$ cat src/rtl/frame_buffer.sv
// Frame buffer: captures a burst of words, then replays them framed by left/right
// padding, each word held for a fixed number of cycles.
module frame_buffer #(
    parameter int                    DATA_WIDTH = 8,
    parameter int                    DEPTH      = 20,
    parameter int                    LEN_WIDTH  = 5,
    parameter int                    LEFT_PAD   = 80,
    parameter int                    RIGHT_PAD  = 16,
    parameter int                    HOLD       = 8,
    parameter int                    CNT_WIDTH  = 7,
    parameter logic [DATA_WIDTH-1:0] PAD_VALUE  = '0
) (
    input  logic                  i_clk,
    input  logic                  i_reset_n,
    input  logic [DATA_WIDTH-1:0] i_din,
    input  logic                  i_din_valid,
    output logic                  o_din_ready,
    output logic [DATA_WIDTH-1:0] o_dout,
    output logic                  o_dout_valid,
    output logic                  o_rx_done,
    output logic                  o_tx_done,
    output logic                  o_busy,
    output logic                  o_overflow,
    output logic [LEN_WIDTH-1:0]  o_frame_len
);

    localparam int ADDR_WIDTH = (DEPTH > 1) ? $clog2(DEPTH) : 1;

    localparam logic [LEN_WIDTH-1:0] DEPTH_L    = LEN_WIDTH'(DEPTH);
    localparam logic [CNT_WIDTH-1:0] LEFT_LAST  = CNT_WIDTH'(LEFT_PAD - 1);
    localparam logic [CNT_WIDTH-1:0] RIGHT_LAST = CNT_WIDTH'(RIGHT_PAD - 1);
    localparam logic [CNT_WIDTH-1:0] HOLD_LAST  = CNT_WIDTH'(HOLD - 1);

    typedef enum logic [2:0] {
        S_IDLE,
        S_RECEIVING,
        S_LEFT_PAD,
        S_TRANSFER,
        S_RIGHT_PAD
    } state_t;

    state_t                  r_state;
    state_t                  w_state_next;
    logic [CNT_WIDTH-1:0]    r_cnt;
    logic [CNT_WIDTH-1:0]    w_cnt_next;
    logic [LEN_WIDTH-1:0]    r_rd;
    logic [LEN_WIDTH-1:0]    w_rd_next;
    logic [LEN_WIDTH-1:0]    r_frame_len;
    logic [LEN_WIDTH-1:0]    w_frame_len_next;
    logic                    r_overflow;
    logic                    w_overflow_next;
    logic                    r_rx_done;
    logic                    w_rx_done_next;
    logic                    r_tx_done;
    logic                    w_tx_done_next;
    logic                    w_wr_en;
    logic [ADDR_WIDTH-1:0]   w_wr_addr;

    logic [DATA_WIDTH-1:0]   r_mem [DEPTH];
    logic [DATA_WIDTH-1:0]   r_rd_data;

    always_comb begin
        w_state_next     = r_state;
        w_cnt_next       = r_cnt;
        w_rd_next        = r_rd;
        w_frame_len_next = r_frame_len;
        w_overflow_next  = r_overflow;
        w_rx_done_next   = 1'b0;
        w_tx_done_next   = 1'b0;
        w_wr_en          = 1'b0;
        w_wr_addr        = r_frame_len[ADDR_WIDTH-1:0];

        case (r_state)
            S_IDLE: begin
                if (i_din_valid) begin
                    w_wr_en          = 1'b1;
                    w_wr_addr        = '0;
                    w_frame_len_next = LEN_WIDTH'(1);
                    w_overflow_next  = 1'b0;
                    w_state_next     = S_RECEIVING;
                end
            end

            S_RECEIVING: begin
                if (i_din_valid) begin
                    if (r_frame_len < DEPTH_L) begin
                        w_wr_en          = 1'b1;
                        w_frame_len_next = r_frame_len + 1'b1;
                    end else begin
                        w_overflow_next  = 1'b1;
                    end
                end else begin
                    w_state_next   = S_LEFT_PAD;
                    w_cnt_next     = '0;
                    w_rx_done_next = 1'b1;
                end
            end

            S_LEFT_PAD: begin
                if (r_cnt == LEFT_LAST) begin
                    w_state_next = S_TRANSFER;
                    w_cnt_next   = '0;
                    w_rd_next    = '0;
                end else begin
                    w_cnt_next   = r_cnt + 1'b1;
                end
            end

            S_TRANSFER: begin
                // Word boundary: either advance to the next slot or close the frame.
                if (r_cnt == HOLD_LAST) begin
                    w_cnt_next = '0;
                    if (r_rd == r_frame_len - 1'b1) begin
                        w_state_next   = S_RIGHT_PAD;
                        w_tx_done_next = 1'b1;
                    end else begin
                        w_rd_next      = r_rd + 1'b1;
                    end
                end else begin
                    w_cnt_next = r_cnt + 1'b1;
                end
            end

            S_RIGHT_PAD: begin
                if (r_cnt == RIGHT_LAST) begin
                    w_state_next     = S_IDLE;
                    w_cnt_next       = '0;
                    w_rd_next        = '0;
                    w_frame_len_next = '0;
                end else begin
                    w_cnt_next       = r_cnt + 1'b1;
                end
            end

            default: begin
                w_state_next = S_IDLE;
            end
        endcase
    end

    always_ff @(posedge i_clk or negedge i_reset_n) begin
        if (!i_reset_n) begin
            r_state     <= S_IDLE;
            r_cnt       <= '0;
            r_rd        <= '0;
            r_frame_len <= '0;
            r_overflow  <= 1'b0;
            r_rx_done   <= 1'b0;
            r_tx_done   <= 1'b0;
        end else begin
            r_state     <= w_state_next;
            r_cnt       <= w_cnt_next;
            r_rd        <= w_rd_next;
            r_frame_len <= w_frame_len_next;
            r_overflow  <= w_overflow_next;
            r_rx_done   <= w_rx_done_next;
            r_tx_done   <= w_tx_done_next;
        end
    end

    // Read is prefetched with the next read pointer so the registered RAM output
    // lines up with r_rd in TRANSFER without adding a cycle of latency.
    always_ff @(posedge i_clk) begin
        if (w_wr_en) begin
            r_mem[w_wr_addr] <= i_din;
        end
        r_rd_data <= r_mem[w_rd_next[ADDR_WIDTH-1:0]];
    end

    assign o_dout_valid = (r_state == S_TRANSFER);
    assign o_dout       = o_dout_valid ? r_rd_data : PAD_VALUE;
    assign o_din_ready  = (r_state == S_IDLE) || (r_state == S_RECEIVING);
    assign o_busy       = (r_state != S_IDLE);
    assign o_rx_done    = r_rx_done;
    assign o_tx_done    = r_tx_done;
    assign o_overflow   = r_overflow;
    assign o_frame_len  = r_frame_len;

endmodule
$ cat config.mk
export PLATFORM = sky130hd
export DESIGN_NAME = frame_buffer
export DESIGN_NICKNAME = d
export VERILOG_FILES = /design/src/rtl/frame_buffer.sv
export SDC_FILE = /design/constraint.sdc
export NUM_CORES = 1
export LEC_CHECK = 0
export ABC_AREA = 1
export BUFFER_PORTS_ARGS = -buffer_cell sky130_fd_sc_hd__buf_2
export CAP_MARGIN = 20
export CELL_PAD_IN_SITES_DETAIL_PLACEMENT = 1
export CELL_PAD_IN_SITES_GLOBAL_PLACEMENT = 1
export CORE_MARGIN = 4
export CORE_UTILIZATION = 30
export DETAILED_ROUTE_END_ITERATION = 10
export PLACE_DENSITY = 0.53
export SLEW_MARGIN = 20
export SYNTH_ARGS = -nofsm -noshare
export SYNTH_HDL_FRONTEND = slang
export SYNTH_SLANG_ARGS = --single-unit
$ cat constraint.sdc
create_clock -name i_clk -period 6.2 [get_ports i_clk]
set_clock_uncertainty 0.2 [all_clocks]
set_input_delay 0.62 -clock i_clk [delete_from_list [all_inputs] [get_ports i_clk]]
set_output_delay 0.62 -clock i_clk [all_outputs]
set_load 0.03 [all_outputs]
==> metrics.sh <==
GRT_START_MAX_NET_PINS=65
DRC=0
WORSTSETUPENDPOINTTYPE='register'
GRT_FIRST_PASS_WIRELENGTH_MM=41.9
LAYOUT_COMMON_CELLS='170 x nand2_1, 168 x inv_1, 160 x edfxtp_1'
FINALHOLDWORSTSLACK_PS=201
FINAL_CORE_UTIL_PCT=34.6
DIE-AREA_UM2=32700
CRITICAL_PATH_REQUIRED_PS=6320
DETAILEDPLACEMENTHPWL_MM=17.0
POST_SYNTH_MAIN_AREA_CONTRIBUTORS='edfxtp_1 54%, nand2_1 7.2%, inv_1 7.0%, nand3_1 6.7%, dfrtp_1 6.4%'
ROWS=62
SYNTH_TOP_AREA_CELL='edfxtp_1'
TIMING.SETUP.CRITICAL_PATH_CLASS='reg2reg'
GRT_OVERFLOW=0
ANTENNA_FOUND_INITIAL=0
CRIT_FANOUT=64
YOSYSSEQAREASHARE_PCT=61.9
STARTPOINT_TYPE='register'
FINAL.PERIOD_UTILIZATION_PCT=59.8
CTS-HTREE-LEVELS=4
WORSTPATHCELLLIST='inv_2 -> ha_1 -> inv_1 -> nand2_1 -> nand2_1 -> nor2_1 -> nand2_1 -> nor2_2 -> nand2_2 -> nand2_1 -> nand2_1 -> nand3_2 -> buf_4 -> nand4_1 -> nand3_1 -> nand3_1 -> nand3_1 -> nand2_1 -> nand2_1 -> nand2_1'
CTS.CLK_SLEW.WORST_PATHS_PS=80
POWER.IR.VDD_WORST_mV=0.173
DRT.ANTENNA.VIOLATING_NETS=0
CAP_VIOL_MAX_COUNT=0
SETUP_VIOLATIONS=0
RUN_STATUS='finished, final reports clean'
DRT-WIRELENGTH-PER-CELL_UM=20.2
HOLD_CLASS='in2reg'
CLK_PATH_BUF_DEPTH=2
COMMONEST_NON_FILL_NON_TAP_CELL_IN_THE_LAYOUT='nand2_1'
CP_DATA_ARRIVAL_TIME_PS=3820
ACHIEVABLE-FREQUENCY_GHz=0.270
INSERTEDDIODECOUNT=0
YOSYSWARNINGCOUNT=0
FP.DIEW_UM=181
POST_CTS_RESIZE_COUNT=0
DRTPASS1ITERATIONS=4
AREA_GROWTH_PCT=12.3
TOTAL_NEGATIVE_SLACK_PS=0
SYNTH_AREA_UM2=8950
IO-PIN-COUNT=30
POSTSYNTHREGISTERBITS=191
MAX-SLEW-MARGIN-REL_PCT=33.1
GROUTE.USAGE.OVERALL_PCT=16.8
FIN_CRIT_PS=3700
DRT_WL_TOTAL_MM=26.9
CORE-AREA_UM2=29100
PWR_DENSITY_CELL_nW_PER_UM2=353
SYN-MEAN-INSTANCE-AREA_UM2=9.74
POST_CTS.REPAIR.SETUP_BUFFERS=0
R2R_SLACK_PS=2500
CPMOSTUSEDCELL='nand2_1'
CTS-BUFFERS-INSERTED=17
CLOCK_SINKS=191
CRIT_SLOWEST_CELL='buf_4'
CELLLEAKAGEPOWER_nW=4.22
UNREPAIRED_SETUP_ENDPOINTS_AFTER_GLOBAL_ROUTING='no'
CLK_ROOT_BUFFER_CELL='clkbuf_16'
SYNTHESIS.NETS=934
NUMBER_OF_PINS_WITH_NEGATIVE_MAX_SLEW_SLACK_IN_THE_FINAL_REPORT=0
FIRST_ITER_VIOLATIONS=371
CPPEAKSTAGEDELAY_PS=580
CTS_TREE='done'
VIASPERCELL=4.89
SYNTH_CELL_TYPES=39
NUMPORTBUFFERS=29
CLK_LATENCY_PS=440
FINAL-HOLD-VIOLATION-COUNT=0
SYN-INSTANCE-COUNT=919
PLACE_CONGESTION=0.763
LAYOUT.NETS=951
SYNTH_LARGEST_TYPE_AREA_FRACTION_PCT=53.7
VIAS_IN_THE_FIRST_GLOBAL_ROUTE=6758
WORST_MARGIN_PIN_SLEW_PS=1000
LAYOUT-DRIVE-GT1-SHARE_PCT=10.4
DETAILROUTE.VIA_COUNT=6522
CTSHOLDBUFFERS=1
CHIPHEIGHT_UM=181
START_UTIL_PCT=30.8
## per-layer routing
| metal | vias to the layer above | wire length [µm] | track usage [%] |
|---|---|---|---|
| met5 | - | 0 | 0 |
| li1 | 3125 | - | - |
| met3 | 13 | 740 | 2.27 |
| met1 | 3307 | 12300 | 22.6 |
| met4 | 0 | 235 | 3.75 |
| met2 | 77 | 13600 | 28.9 |
## power by group
group / internal (W) / total (W) / switching (W)
Sequential: 0.00151 / 0.00158 / 0.0000721
Clock: 0.000567 / 0.00110 / 0.000532
Combinational: 0.000229 / 0.000864 / 0.000635
Total: 0.00231 / 0.00355 / 0.00124
## area by class of cell
type,instances,area (µm²)
Sequential cell,191,5540
Clock buffer,20,468
Clock inverter,12,113
Multi-Input combinational cell,508,2520
Inverter,179,672
Fill cell,3332,19000
Timing Repair Buffer,39,263
Tap cell,384,480
## critical path, delay by kind of cell, from the launching register on
family                   cells  cell delay [ps]
AND/OR/NAND/NOR             16             1640
buffers and inverters        3              750
flip-flops                   1              530
adder cells (fa/ha/maj)      1              330
## per-stage QoR
step,cell area (µm²),cells,setup slack [ps],power (W)
floorplan,8950,919,3280,0.00218
global placement,9410,1298,2070,0.00249
detailed placement,9470,1300,2500,0.00250
CTS,10100,1333,2490,0.00359
global route,10100,1333,2170,0.00375
finish,10100,1333,2500,0.00355
## kinds of logic (layout without fill, tap and decap cells)
group / Yosys count / after routing / share of synthesized area (%)
adder cells (fa/ha/maj): 4 / 4 / 0.559
XOR/XNOR: 2 / 2 / 0.196
flip-flops: 191 / 191 / 61.9
AO/OA/AOI/OAI: 64 / 64 / 4.14
buffers and inverters: 220 / 250 / 10.3
AND/OR/NAND/NOR: 438 / 438 / 22.9
## Yosys cell counts
library cell / count
o21ai_2: 2
o211ai_1: 1
nand2_2: 1
buf_4: 1
xor2_1: 2
o2111ai_1: 1
a211oi_1: 1
nand3_1: 119
nor2_2: 3
nor3_1: 4
dfxtp_1: 8
a21oi_2: 1
or2_1: 1
a21oi_4: 1
nor2_1: 57
dfrtp_1: 23
a22o_1: 1
nand2_1: 172
ha_1: 4
a21oi_1: 29
o22ai_1: 2
nor4_1: 2
clkbuf_1: 1
inv_1: 168
edfxtp_1: 160
nor3_4: 1
o21ai_4: 1
buf_2: 32
nand3_2: 2
nand4_1: 71
buf_6: 7
nor2_4: 1
a31oi_1: 1
o21ai_0: 16
nor3_2: 1
o21ai_1: 7
nand3_4: 1
inv_2: 11
nor3b_1: 2
## registers in the layout (all words and copies together), names as in the netlist
name / flops
r_cnt: 7
r_state: 3
o_rx_done: 1
r_rd_data: 8
o_tx_done: 1
r_rd: 5
o_overflow: 1
r_mem: 160
o_frame_len: 5
## worst paths after layout
path | start | to | cells after the start
max in group asynchronous | i_reset_n | r_rd[1] | 2
worst min-delay path | i_din_valid | o_rx_done | 2
worst min register to register | o_overflow | o_overflow | 2
worst max register to register | o_frame_len[0] | r_rd_data[0] | 20
worst max-delay path | o_frame_len[0] | r_rd_data[0] | 20
min in group asynchronous | i_reset_n | r_cnt[5] | 2
Note: power is estimated with default switching activity, not from simulation.
